**src/rtl/cpu_types_pkg.sv**
```systemverilog
// Shared pipeline types: latch commands, hazard FSM states and the load-use check.
package cpu_types_pkg;

  typedef enum logic [1:0] {
    PIPE_ENABLE = 2'd0,
    PIPE_STALL  = 2'd1,
    PIPE_NOP    = 2'd2
  } pipe_state_t;

  typedef enum logic [1:0] {
    HZ_RUN        = 2'd0,
    HZ_REDIR_WAIT = 2'd1,
    HZ_DRAIN      = 2'd2,
    HZ_HALTED     = 2'd3
  } hz_state_t;

  typedef logic [4:0] regbits_t;

  // $0 is hardwired to zero, so a load targeting it never creates a hazard.
  function automatic logic is_load_use(logic dren_ex, regbits_t rt_ex, regbits_t rs_dec,
                                       regbits_t rt_dec);
    return dren_ex && (rt_ex != '0) && ((rt_ex == rs_dec) || (rt_ex == rt_dec));
  endfunction

endpackage

```
**src/rtl/pipeline_hazard_ctrl_if.sv**
```systemverilog
// Datapath <-> hazard controller bundle; master is the datapath, slave the controller.
interface pipeline_hazard_ctrl_if #(
  parameter int unsigned STALL_CNT_W = 32
);
  logic                     ihit;
  logic                     dhit;
  logic                     dREN_mem;
  logic                     dWEN_mem;
  logic                     dREN_ex;
  logic [4:0]               rt_ex;
  logic [4:0]               rs_dec;
  logic [4:0]               rt_dec;
  logic                     redirect_ex;
  logic                     halt_mem;
  cpu_types_pkg::pipe_state_t fd_state;
  cpu_types_pkg::pipe_state_t de_state;
  cpu_types_pkg::pipe_state_t em_state;
  cpu_types_pkg::pipe_state_t mw_state;
  logic                     pc_en;
  logic                     halt;
  logic [STALL_CNT_W-1:0]   stall_cnt;
  logic [STALL_CNT_W-1:0]   flush_cnt;

  modport master (
    output ihit, dhit, dREN_mem, dWEN_mem, dREN_ex, rt_ex, rs_dec, rt_dec, redirect_ex,
           halt_mem,
    input  fd_state, de_state, em_state, mw_state, pc_en, halt, stall_cnt, flush_cnt
  );

  modport slave (
    input  ihit, dhit, dREN_mem, dWEN_mem, dREN_ex, rt_ex, rs_dec, rt_dec, redirect_ex,
           halt_mem,
    output fd_state, de_state, em_state, mw_state, pc_en, halt, stall_cnt, flush_cnt
  );
endinterface

```
**src/rtl/hazard_perf_counter.sv**
```systemverilog
// Saturating event counter with increment enable.
module hazard_perf_counter #(
  parameter int unsigned W = 32
) (
  input  logic         CLK,
  input  logic         nRST,
  input  logic         inc,
  output logic [W-1:0] count
);
  logic [W-1:0] count_q, count_d;

  always_comb begin
    count_d = count_q;
    if (inc && (count_q != '1)) count_d = count_q + W'(1);
  end

  always_ff @(posedge CLK or negedge nRST) begin
    if (!nRST) count_q <= '0;
    else       count_q <= count_d;
  end

  assign count = count_q;
endmodule

```
**src/rtl/pipeline_hazard_ctrl.sv**
```systemverilog
// Five-stage pipeline controller: latch commands, PC enable, halt and stall/flush counters.
module pipeline_hazard_ctrl import cpu_types_pkg::*; #(
  parameter int unsigned STALL_CNT_W = 32
) (
  input logic                   CLK,
  input logic                   nRST,
  pipeline_hazard_ctrl_if.slave hz
);
  hz_state_t   state_q, state_d;
  logic        halt_q;
  logic        dwait, loaduse;
  logic        stall_inc, flush_inc;
  pipe_state_t fd, de, em, mw;
  logic        pc_en;
  logic [STALL_CNT_W-1:0] stall_cnt, flush_cnt;

  assign dwait   = (hz.dREN_mem || hz.dWEN_mem) && !hz.dhit;
  assign loaduse = is_load_use(hz.dREN_ex, hz.rt_ex, hz.rs_dec, hz.rt_dec);

  always_comb begin
    state_d   = state_q;
    fd        = PIPE_ENABLE;
    de        = PIPE_ENABLE;
    em        = PIPE_ENABLE;
    mw        = PIPE_ENABLE;
    pc_en     = 1'b1;
    stall_inc = 1'b0;
    flush_inc = 1'b0;
    case (state_q)
      HZ_RUN, HZ_REDIR_WAIT: begin
        if (dwait) begin
          // A pending redirect stays parked in EX until the data access finishes.
          fd = PIPE_STALL; de = PIPE_STALL; em = PIPE_STALL; mw = PIPE_NOP;
          pc_en     = 1'b0;
          stall_inc = 1'b1;
        end else if (hz.halt_mem) begin
          fd = PIPE_NOP; de = PIPE_NOP;
          pc_en   = 1'b0;
          state_d = HZ_DRAIN;
        end else if (state_q == HZ_REDIR_WAIT) begin
          fd = PIPE_NOP; de = PIPE_NOP;
          pc_en = hz.ihit;
          if (hz.ihit) state_d = HZ_RUN;
        end else if (hz.redirect_ex) begin
          fd = PIPE_NOP; de = PIPE_NOP;
          flush_inc = 1'b1;
          if (!hz.ihit) state_d = HZ_REDIR_WAIT;
        end else if (loaduse) begin
          fd = PIPE_STALL; de = PIPE_NOP;
          pc_en     = 1'b0;
          stall_inc = 1'b1;
        end else if (!hz.ihit) begin
          fd = PIPE_NOP;
          pc_en     = 1'b0;
          stall_inc = 1'b1;
        end
      end
      HZ_DRAIN: begin
        fd = PIPE_NOP; de = PIPE_NOP; em = PIPE_NOP;
        pc_en   = 1'b0;
        state_d = HZ_HALTED;
      end
      HZ_HALTED: begin
        fd = PIPE_STALL; de = PIPE_STALL; em = PIPE_STALL; mw = PIPE_STALL;
        pc_en = 1'b0;
      end
      default: state_d = HZ_RUN;
    endcase
    // Outputs follow reset combinationally so the pipe is quiesced while nRST is held.
    if (!nRST) begin
      fd = PIPE_NOP; de = PIPE_NOP; em = PIPE_NOP; mw = PIPE_NOP;
      pc_en     = 1'b0;
      stall_inc = 1'b0;
      flush_inc = 1'b0;
    end
  end

  always_ff @(posedge CLK or negedge nRST) begin
    if (!nRST) begin
      state_q <= HZ_RUN;
      halt_q  <= 1'b0;
    end else begin
      state_q <= state_d;
      if (state_q == HZ_DRAIN) halt_q <= 1'b1;
    end
  end

  hazard_perf_counter #(.W(STALL_CNT_W)) u_stall_cnt (
    .CLK   (CLK),
    .nRST  (nRST),
    .inc   (stall_inc),
    .count (stall_cnt)
  );

  hazard_perf_counter #(.W(STALL_CNT_W)) u_flush_cnt (
    .CLK   (CLK),
    .nRST  (nRST),
    .inc   (flush_inc),
    .count (flush_cnt)
  );

  assign hz.fd_state  = fd;
  assign hz.de_state  = de;
  assign hz.em_state  = em;
  assign hz.mw_state  = mw;
  assign hz.pc_en     = pc_en;
  assign hz.halt      = halt_q;
  assign hz.stall_cnt = stall_cnt;
  assign hz.flush_cnt = flush_cnt;
endmodule

```
**src/flat_wrapper.sv**
```systemverilog
// flat-port wrapper written by rule: the top's interface ports become plain ports
module pipeline_hazard_ctrl_flat import cpu_types_pkg::*;
#(
  parameter int unsigned STALL_CNT_W = 32
)
  (CLK, nRST, hz_ihit, hz_dhit, hz_dREN_mem, hz_dWEN_mem, hz_dREN_ex, hz_rt_ex, hz_rs_dec, hz_rt_dec, hz_redirect_ex, hz_halt_mem, hz_fd_state, hz_de_state, hz_em_state, hz_mw_state, hz_pc_en, hz_halt, hz_stall_cnt, hz_flush_cnt);
  pipeline_hazard_ctrl_if #(.STALL_CNT_W(STALL_CNT_W)) hz_i ();
  input logic CLK;
  input logic nRST;
  input wire logic [$bits(hz_i.ihit)-1:0] hz_ihit;
  input wire logic [$bits(hz_i.dhit)-1:0] hz_dhit;
  input wire logic [$bits(hz_i.dREN_mem)-1:0] hz_dREN_mem;
  input wire logic [$bits(hz_i.dWEN_mem)-1:0] hz_dWEN_mem;
  input wire logic [$bits(hz_i.dREN_ex)-1:0] hz_dREN_ex;
  input wire logic [$bits(hz_i.rt_ex)-1:0] hz_rt_ex;
  input wire logic [$bits(hz_i.rs_dec)-1:0] hz_rs_dec;
  input wire logic [$bits(hz_i.rt_dec)-1:0] hz_rt_dec;
  input wire logic [$bits(hz_i.redirect_ex)-1:0] hz_redirect_ex;
  input wire logic [$bits(hz_i.halt_mem)-1:0] hz_halt_mem;
  output wire logic [$bits(hz_i.fd_state)-1:0] hz_fd_state;
  output wire logic [$bits(hz_i.de_state)-1:0] hz_de_state;
  output wire logic [$bits(hz_i.em_state)-1:0] hz_em_state;
  output wire logic [$bits(hz_i.mw_state)-1:0] hz_mw_state;
  output wire logic [$bits(hz_i.pc_en)-1:0] hz_pc_en;
  output wire logic [$bits(hz_i.halt)-1:0] hz_halt;
  output wire logic [$bits(hz_i.stall_cnt)-1:0] hz_stall_cnt;
  output wire logic [$bits(hz_i.flush_cnt)-1:0] hz_flush_cnt;
  assign hz_i.ihit = hz_ihit;
  assign hz_i.dhit = hz_dhit;
  assign hz_i.dREN_mem = hz_dREN_mem;
  assign hz_i.dWEN_mem = hz_dWEN_mem;
  assign hz_i.dREN_ex = hz_dREN_ex;
  assign hz_i.rt_ex = hz_rt_ex;
  assign hz_i.rs_dec = hz_rs_dec;
  assign hz_i.rt_dec = hz_rt_dec;
  assign hz_i.redirect_ex = hz_redirect_ex;
  assign hz_i.halt_mem = hz_halt_mem;
  assign hz_fd_state = hz_i.fd_state;
  assign hz_de_state = hz_i.de_state;
  assign hz_em_state = hz_i.em_state;
  assign hz_mw_state = hz_i.mw_state;
  assign hz_pc_en = hz_i.pc_en;
  assign hz_halt = hz_i.halt;
  assign hz_stall_cnt = hz_i.stall_cnt;
  assign hz_flush_cnt = hz_i.flush_cnt;
  pipeline_hazard_ctrl #(.STALL_CNT_W(STALL_CNT_W)) u_core (.CLK(CLK), .nRST(nRST), .hz(hz_i));
endmodule
```
**config.mk**
```make
export PLATFORM = sky130hd
export DESIGN_NAME = pipeline_hazard_ctrl_flat
export DESIGN_NICKNAME = d
export VERILOG_FILES = /design/src/rtl/cpu_types_pkg.sv /design/src/rtl/pipeline_hazard_ctrl_if.sv /design/src/rtl/hazard_perf_counter.sv /design/src/rtl/pipeline_hazard_ctrl.sv /design/src/flat_wrapper.sv
export SDC_FILE = /design/constraint.sdc
export NUM_CORES = 1
export LEC_CHECK = 0
export CAP_MARGIN = 0
export CORE_MARGIN = 3
export CORE_UTILIZATION = 44
export DETAILED_ROUTE_END_ITERATION = 8
export HOLD_SLACK_MARGIN = 0.02
export PLACE_DENSITY = 0.76
export SETUP_SLACK_MARGIN = 0.3
export SYNTH_ARGS = -nofsm -noshare
export SYNTH_HDL_FRONTEND = slang
export SYNTH_SLANG_ARGS = --single-unit
export TNS_END_PERCENT = 50
```
**constraint.sdc**
```tcl
create_clock -name CLK -period 2.3 [get_ports CLK]
set_input_delay 0.345 -clock CLK [delete_from_list [all_inputs] [get_ports CLK]]
set_output_delay 0.345 -clock CLK [all_outputs]
set_load 0.03 [all_outputs]
```
==> metrics.md, run 1 <==
| Metric | Value |
|---|---|
| Result of the run | finished clean |
| Antenna Violating Nets Remaining | 0 |
| Share of the yosys chip area belonging to registers | 0.490 |
| Core region area | 7410 sq um |
| Die W | 94.1 microns |
| Number of ports placed on the die boundary | 98 |
| Number of global-route vias before repair | 2,895 |
| Cell count after synthesis | 320 |
| Total cell area at the placement stage | 4670 sq um |
| Post-synthesis net count | 346 |
| Final cell utilization of the core | 0.686 |
| Fraction of final layout cells with drive strength greater than 1 | 0.219 |
| Row count | 31 |
| Flop and latch count out of synthesis | 67 |
| Initial standard-cell utilization of the core | 0.461 |
| Required time worst endpoint | 1.96 ns |
| Count of filler cells inserted in the layout | 591 |
| Number of pins exceeding their max-slew limit in the final report | 0 |
| Initial antenna violation count | 0 |
| CTS tree | yes |
| Number of enable flip-flop cells after synthesis | 0 |
| Most common cell on crit path | sky130_fd_sc_hd__buf_6 |
| Number of endpoints with negative hold slack in the final report | 0 |
| DRC errors left | 0 |
| Clock tree buffer depth | 2 |
| Post-route met1 wirelength | 3720 microns |
| Top layer reached by signal wires | met4 |
| Hpwl dp | 6110 microns |
| H-Tree Level Count | 3 |
| Category of the most critical setup path | in -> out |
| Detailed-route wire length | 8570 microns |
| Critical path launch point type | input pin |
| Final Net Count | 482 |
| Post-route worst setup slack | 0.151 ns |
| Library cells used by synthesis | 46 |
| Iteration count of the initial detailed-routing pass | 4 |
| Routed met3 length | 457 microns |
| Clock insertion delay at the later pin of the skew report | 0.34 ns |
| YS warnings | 0 |
| Buffering stage count on the worst path with inverters included | 3 |
| Total track usage | 0.200 |
| Routed length per placed instance | 15.3 microns |
| Dominant delay contributor by cell family on the critical path | simple AND/OR/NAND/NOR gates |
| P&R area growth vs syn | 48.6% |
| Post-Layout Cell Count | 560 |
| Path type of the worst min-delay path | in -> async |
| Synthesized area per cell | 10.7 sq um |
| Chip height | 94.1 microns |
| Cell with the largest stage delay on the worst path | sky130_fd_sc_hd__or4_4 |
| Commonest register cell after synthesis | sky130_fd_sc_hd__dfrtp_1 |
| Pre-CTS WS | -0.329 ns |
| Top fanout value on the critical path | 3 |
| Min Tclk post-route | 2.15 ns |
| Share of the clock period used by the worst path | 0.934 |
| Antenna diode count | 0 |
| Share of synthesized registers carrying an async set or reset | 1.00 |
| Total vias in the final route | 2,900 |
| Max Freq | 0.465 GHz |
| Max stage delay on crit path | 0.52 ns |
| Buffers on Ports | 97 |
| CTS clock-pin slew for the worst setup and hold paths | 0.08 ns |
| Worst slew margin | 0.593 |
| First DRT Iteration DRCs | 69 |
| CP cell instances | buf_6, or4_4, o21a_4, buf_6, nand3_2, a22oi_2, nor4b_4, buf_6 |
| Power density of the placed cells | 459 nW/um^2 |
| Crit path arrival time | 1.80 ns |
| Leakage Power | 0.00227 uW |
| Total Die Area | 8860 sq um |
| Largest vdd supply drop | 0.269 mV |
| Inserted Clock Buffers | 9 |
| RSZ-0062 raised after global routing | yes |
| Transition at the pin with the smallest max-transition slack | 0.611 ns |
| Cell area after synthesis | 3420 sq um |
| Largest net degree at the start of global routing | 49 |
| Design area | 5080 sq um |
| Total Negative Setup Slacks | 0 ns |
| Setup Viol. Count Final | 0 |
| Clock Skew | 0.00820 ns |
| Master cell of the clock root buffer | sky130_fd_sc_hd__clkbuf_8 |
| Mean number of vias per cell | 5.18 |
| Endpoint kind of the worst setup timing path | output port |
| # placed instances | 532 |
| Final weighted congestion in routability-driven placement | 0.794 |
| Met2 routed wirelength | 4300 microns |
| Remaining global-route overflow | 0 |
| Num Clock Sinks | 67 |
| Global-route wire length before repair | 13,900 microns |
| Max-cap violations | 0 |
==> cell type report <==
cell class                      count  area [sq um]  share of cell area
Sequential cell                    67          1680               0.331
Inverter                            5          18.8             0.00369
Clock inverter                      5          52.6              0.0103
Timing Repair Buffer              131          1270               0.251
Multi-Input combinational cell    242          1790               0.352
Clock buffer                       11           141              0.0278
Tap cell                           99           124              0.0244
==> logic make-up (layout without fill, tap and decap cells) <==
logic type	count (synthesis)	after routing	synth area share
compound gates	19	19	0.0469
xor+xnor	71	71	0.182
fa+ha+maj	2	2	0.00732
flops	67	67	0.490
simple gates	148	148	0.251
mux	2	2	0.00659
buf+inv	11	152	0.0161
==> Yosys cell counts (2+ instances only) <==
master	number	area, sq um
sky130_fd_sc_hd__nand2_1	37	139
sky130_fd_sc_hd__ha_1	2	25.0
sky130_fd_sc_hd__inv_1	5	18.8
sky130_fd_sc_hd__o21ai_0	2	10.0
sky130_fd_sc_hd__buf_2	2	10.0
sky130_fd_sc_hd__xnor2_1	60	526
sky130_fd_sc_hd__a31oi_2	2	25.0
sky130_fd_sc_hd__xor2_1	11	96.3
sky130_fd_sc_hd__nand2b_1	3	18.8
sky130_fd_sc_hd__dfrtp_1	67	1680
sky130_fd_sc_hd__nand3_1	26	130
sky130_fd_sc_hd__a21oi_1	6	30.0
sky130_fd_sc_hd__clkbuf_1	2	7.51
sky130_fd_sc_hd__and2_1	4	25.0
sky130_fd_sc_hd__and4_1	5	43.8
sky130_fd_sc_hd__nor2_1	13	48.8
sky130_fd_sc_hd__mux2_2	2	22.5
sky130_fd_sc_hd__and3_1	22	138
sky130_fd_sc_hd__nor3_1	3	15.0
sky130_fd_sc_hd__nand3_2	6	60.1
sky130_fd_sc_hd__nand4_1	15	93.8
==> sequential cells by signal, indices dropped and copies added, names as in the netlist <==
name / cells
u_core.hz.halt: 1
u_core.state_q: 2
u_core.u_flush_cnt.count: 32
u_core.u_stall_cnt.count: 32
==> through the flow <==
stage,total power [uW],hold slack [ns]
after floorplan,1260,0.0494
after global placement,1370,0.306
after detailed placement,1370,0.300
after CTS,2350,0.167
after global routing,2410,0.207
final,2330,0.142
==> report_power, final <==
group	leakage, uW	switching (uW)	internal (uW)	total (uW)
logic	0.00125	91.5	85.2	177
clock network	0.0000991	449	525	974
registers	0.000922	1.04	1180	1180
==> worst paths after layout <==
kind                                             start                          end  slack (ns)  cells past startpoint
min in group CLK                        u_core.hz.halt               u_core.hz.halt        0.47                      1
max                                        hz_rt_ex[3]                     hz_pc_en        0.15                      8
min                                               nRST  u_core.u_flush_cnt.count[5]        0.14                      2
min reg2reg                             u_core.hz.halt               u_core.hz.halt        0.47                      1
max in group asynchronous                         nRST            u_core.state_q[1]        1.52                      3
max reg2reg                u_core.u_stall_cnt.count[6]  u_core.u_stall_cnt.count[1]        0.34                      7
==> cells in the final DEF, fill, tap and decap left out, types with 2 or more instances in the layout <==
cell type | synthesis | final
sky130_fd_sc_hd__a21oi_1 | 6 | 3
sky130_fd_sc_hd__a21oi_2 | 0 | 3
sky130_fd_sc_hd__a31oi_4 | 0 | 2
sky130_fd_sc_hd__and2_1 | 4 | 3
sky130_fd_sc_hd__and3_1 | 22 | 20
sky130_fd_sc_hd__and3_2 | 0 | 2
sky130_fd_sc_hd__and4_1 | 5 | 4
sky130_fd_sc_hd__buf_12 | 0 | 2
sky130_fd_sc_hd__buf_2 | 2 | 5
sky130_fd_sc_hd__buf_4 | 1 | 29
sky130_fd_sc_hd__buf_6 | 1 | 6
sky130_fd_sc_hd__clkbuf_8 | 0 | 10
sky130_fd_sc_hd__clkdlybuf4s50_1 | 0 | 71
sky130_fd_sc_hd__clkinv_2 | 0 | 3
sky130_fd_sc_hd__dfrtp_1 | 67 | 64
sky130_fd_sc_hd__dfrtp_2 | 0 | 3
sky130_fd_sc_hd__dlygate4sd2_1 | 0 | 11
sky130_fd_sc_hd__dlygate4sd3_1 | 0 | 2
sky130_fd_sc_hd__dlymetal6s2s_1 | 0 | 3
sky130_fd_sc_hd__ha_1 | 2 | 2
sky130_fd_sc_hd__inv_1 | 5 | 5
sky130_fd_sc_hd__mux2_2 | 2 | 2
sky130_fd_sc_hd__nand2_1 | 37 | 35
sky130_fd_sc_hd__nand2_2 | 1 | 3
sky130_fd_sc_hd__nand2b_1 | 3 | 3
sky130_fd_sc_hd__nand3_1 | 26 | 24
sky130_fd_sc_hd__nand3_2 | 6 | 8
sky130_fd_sc_hd__nand4_1 | 15 | 15
sky130_fd_sc_hd__nor2_1 | 13 | 12
sky130_fd_sc_hd__nor3_1 | 3 | 2
sky130_fd_sc_hd__nor3_2 | 1 | 2
sky130_fd_sc_hd__nor4b_4 | 1 | 2
sky130_fd_sc_hd__o21ai_0 | 2 | 2
sky130_fd_sc_hd__xnor2_1 | 60 | 60
sky130_fd_sc_hd__xor2_1 | 11 | 11
==> worst register-to-register path, cell delays in order, from the launching register on <==
cell,delay [ns]
sky130_fd_sc_hd__dfrtp_1,0.44
sky130_fd_sc_hd__and3_1,0.24
sky130_fd_sc_hd__and3_1,0.20
sky130_fd_sc_hd__and3_1,0.20
sky130_fd_sc_hd__a31oi_4,0.18
sky130_fd_sc_hd__buf_4,0.15
sky130_fd_sc_hd__buf_12,0.10
sky130_fd_sc_hd__mux2_2,0.34
==> repair_timing <==
action / CTS / global route
cloned: 2 / 0
setup endpoints to repair: 51 / 62
buffers inserted: 3 / 5
gates resized for setup: 40 / 23
endpoints found under the hold margin: 19 / 0
hold buffers: 2 / 0
pin swaps: 15 / 9
==> routing by layer <==
metal,vias up,GRT usage
li1,1383,-
met1,1440,0.258
met2,69,0.331
met3,8,0.0529
met4,0,0.0590
met5,-,0
Power figures use the tool's default switching activity.
==> run 2: changes to the inputs <==
--- a/config.mk
+++ b/config.mk
@@ -8,8 +8,9 @@
 export CAP_MARGIN = 0
 export CORE_MARGIN = 3
 export CORE_UTILIZATION = 44
+export CTS_BUF_LIST = sky130_fd_sc_hd__clkbuf_16
 export DETAILED_ROUTE_END_ITERATION = 8
-export HOLD_SLACK_MARGIN = 0.02
+export HOLD_SLACK_MARGIN = 0.05
 export PLACE_DENSITY = 0.76
 export SETUP_SLACK_MARGIN = 0.3
 export SYNTH_ARGS = -nofsm -noshare
==> run 2 against run 1 <==
Effect of this change:
- clock skew is 0.0024 ns lower
- hold slack better by 0.023 ns
- non-clock buffer count is 1 lower
- first-iteration DRC count is 42% higher
- register-to-register slack better by 0.02 ns
- largest power group is now the clock network
==> metrics.md, run 2 (synthesis results as in run 1) <==
| Metric | Value |
|---|---|
| Result of the run | finished clean |
| Power, Total | 2670 uW (+15%) |
| Max-cap violations | 0 (unchanged) |
| Clock insertion delay at the later pin of the skew report | 0.32 ns (-0.02 ns) |
| Post-Layout Cell Count | 559 (-0.18%) |
| Max Freq | 0.465 GHz (about the same) |
| Final Net Count | 481 (-0.21%) |
| Core region area | 7410 sq um (unchanged) |
| Number of ports placed on the die boundary | 98 (unchanged) |
| DRC errors left | 0 (unchanged) |
| Die W | 94.1 microns (unchanged) |
| P&R area growth vs syn | 52.9% |
| Total track usage | 0.204 (+0.00317) |
| Power density of the placed cells | 512 nW/um^2 (+12%) |
| Remaining global-route overflow | 0 (unchanged) |
| First DRT Iteration DRCs | 98 (+42%) |
| Iteration count of the initial detailed-routing pass | 4 (unchanged) |
| Most frequent cells in the layout | sky130_fd_sc_hd__clkdlybuf4s50_1, sky130_fd_sc_hd__dfrtp_1, sky130_fd_sc_hd__xnor2_1 |
| H-Tree Level Count | 3 (unchanged) |
| Chip height | 94.1 microns (unchanged) |
| Buffering stage count on the worst path with inverters included | 3 (unchanged) |
| Antenna diode count | 0 (unchanged) |
| Master cell of the clock root buffer | sky130_fd_sc_hd__clkbuf_16 |
| Row count | 31 (unchanged) |
| Num Clock Sinks | 67 (unchanged) |
| Total vias in the final route | 2,935 (+1.2%) |
| Dominant delay contributor by cell family on the critical path | simple AND/OR/NAND/NOR gates |
| Total Die Area | 8860 sq um (unchanged) |
| Clock Skew | 0.00581 ns (-0.00239 ns) |
| Number of pins exceeding their max-slew limit in the final report | 0 (unchanged) |
| Largest net degree at the start of global routing | 49 (unchanged) |
| RSZ-0062 raised after global routing | yes |
| Pre-CTS WS | -0.329 ns (unchanged) |
| Number of global-route vias before repair | 2,896 (+0.035%) |
| Category of the most critical setup path | in -> out |
| Crit path arrival time | 1.81 ns (about the same) |
| Fraction of final layout cells with drive strength greater than 1 | 0.233 (+0.0135) |
| Antenna Violating Nets Remaining | 0 (unchanged) |
| Most common cell on crit path | sky130_fd_sc_hd__buf_6 |
| Endpoint kind of the worst setup timing path | output port |
| Detailed-route wire length | 8880 microns (+3.7%) |
| Largest vdd supply drop | 0.421 mV (+56%) |
| Initial standard-cell utilization of the core | 0.461 (unchanged) |
| Critical path launch point type | input pin |
| Number of endpoints with negative hold slack in the final report | 0 (unchanged) |
| Clock tree buffer depth | 2 (unchanged) |
| Path type of the worst min-delay path | in -> async |
| Top fanout value on the critical path | 3 (unchanged) |
| CTS tree | yes |
| Max stage delay on crit path | 0.52 ns (about the same) |
| Cell with the largest stage delay on the worst path | sky130_fd_sc_hd__or4_4 |
| Count of filler cells inserted in the layout | 560 (-5.2%) |
| Post-route worst setup slack | 0.150 ns (-0.00149 ns) |
| Global-route wire length before repair | 14,100 microns (+1.6%) |
| Leakage Power | 0.00237 uW (+4.7%) |
| Inserted Clock Buffers | 9 (unchanged) |
| Routed length per placed instance | 15.9 microns (+3.8%) |
| Worst slew margin | 0.594 (+0.00153) |
| CTS clock-pin slew for the worst setup and hold paths | 0.05 ns (-0.03 ns) |
| Required time worst endpoint | 1.96 ns (about the same) |
| Buffers on Ports | 97 (unchanged) |
| Total Negative Setup Slacks | 0 ns (unchanged) |
| Hpwl dp | 6110 microns (unchanged) |
| # placed instances | 532 (unchanged) |
| Min Tclk post-route | 2.15 ns (+0.00149 ns) |
| CP cell instances | buf_6, or4_4, o21a_4, buf_6, nand3_2, a22oi_2, nor4b_4, buf_6 |
| Transition at the pin with the smallest max-transition slack | 0.609 ns (-0.00229 ns) |
| Final cell utilization of the core | 0.706 (+0.0199) |
| Final weighted congestion in routability-driven placement | 0.794 (unchanged) |
| Mean number of vias per cell | 5.25 (+1.4%) |
| Most common cell after layout, fill and taps aside | sky130_fd_sc_hd__clkdlybuf4s50_1 |
| Setup Viol. Count Final | 0 (unchanged) |
| Initial antenna violation count | 0 (unchanged) |
| Share of the clock period used by the worst path | 0.935 (about the same) |
run 2: worst reg2reg max path, stage by stage, from the launching register on:
cell                      delay, ns
sky130_fd_sc_hd__dfrtp_1       0.43
sky130_fd_sc_hd__and3_1        0.24
sky130_fd_sc_hd__and3_1        0.20
sky130_fd_sc_hd__and3_1        0.21
sky130_fd_sc_hd__a31oi_4       0.25
sky130_fd_sc_hd__buf_12        0.17
sky130_fd_sc_hd__mux2_2        0.33
run 2: worst paths after layout:
| kind | startpoint | endpoint | slack [ns] | depth (start not counted) |
|---|---|---|---|---|
| min in group CLK | u_core.hz.halt | u_core.hz.halt | 0.47 | 1 |
| min | nRST | u_core.u_flush_cnt.count[5] | 0.16 | 2 |
| max in group asynchronous | nRST | u_core.state_q[1] | 1.51 | 3 |
| max reg2reg | u_core.u_stall_cnt.count[6] | u_core.u_stall_cnt.count[1] | 0.36 | 6 |
| max | hz_rt_ex[3] | hz_pc_en | 0.15 | 8 |
| min reg2reg | u_core.hz.halt | u_core.hz.halt | 0.47 | 1 |
run 2: routing by layer:
layer	wire, microns	GRT usage	share of wire
met5	0	0	0
met3	467	0.0401	0.053
met4	69	0.0722	0.0078
met1	3790	0.259	0.43
met2	4560	0.343	0.51
run 2: area by class of cell:
class	count	area, sq um	share of cell area
inverter	5	18.8	0.00359
multi-input combinational	242	1850	0.355
clock buffer	9	225	0.0431
sequential	67	1680	0.321
clock inverter	7	60.1	0.0115
timing repair buffer	130	1260	0.242
tap	99	124	0.0237
run 2: stage by stage:
stage	area (sq um)	hold WS, ns
after floorplan	3440	0.0494
after global placement	4670	0.306
after detailed placement	4670	0.300
after CTS	5090	0.190
after global routing	5230	0.228
final	5230	0.165
run 2: repair_timing:
action                                  in CTS  in global routing
buffers inserted                             3                  3
hold buffers                                 2                  0
endpoints found under the hold margin       19                  0
pin swaps                                   17                 19
endpoints found under the setup margin      53                 66
gates resized for setup                     43                 35
gates cloned                                 2                  1
run 2: where the power goes:
part	internal, uW	switching [uW]	leakage, uW
sequential	1180	1.02	0.000922
clock	824	492	0.000144
combinational	84.9	92.3	0.00131
total	2090	585	0.00237
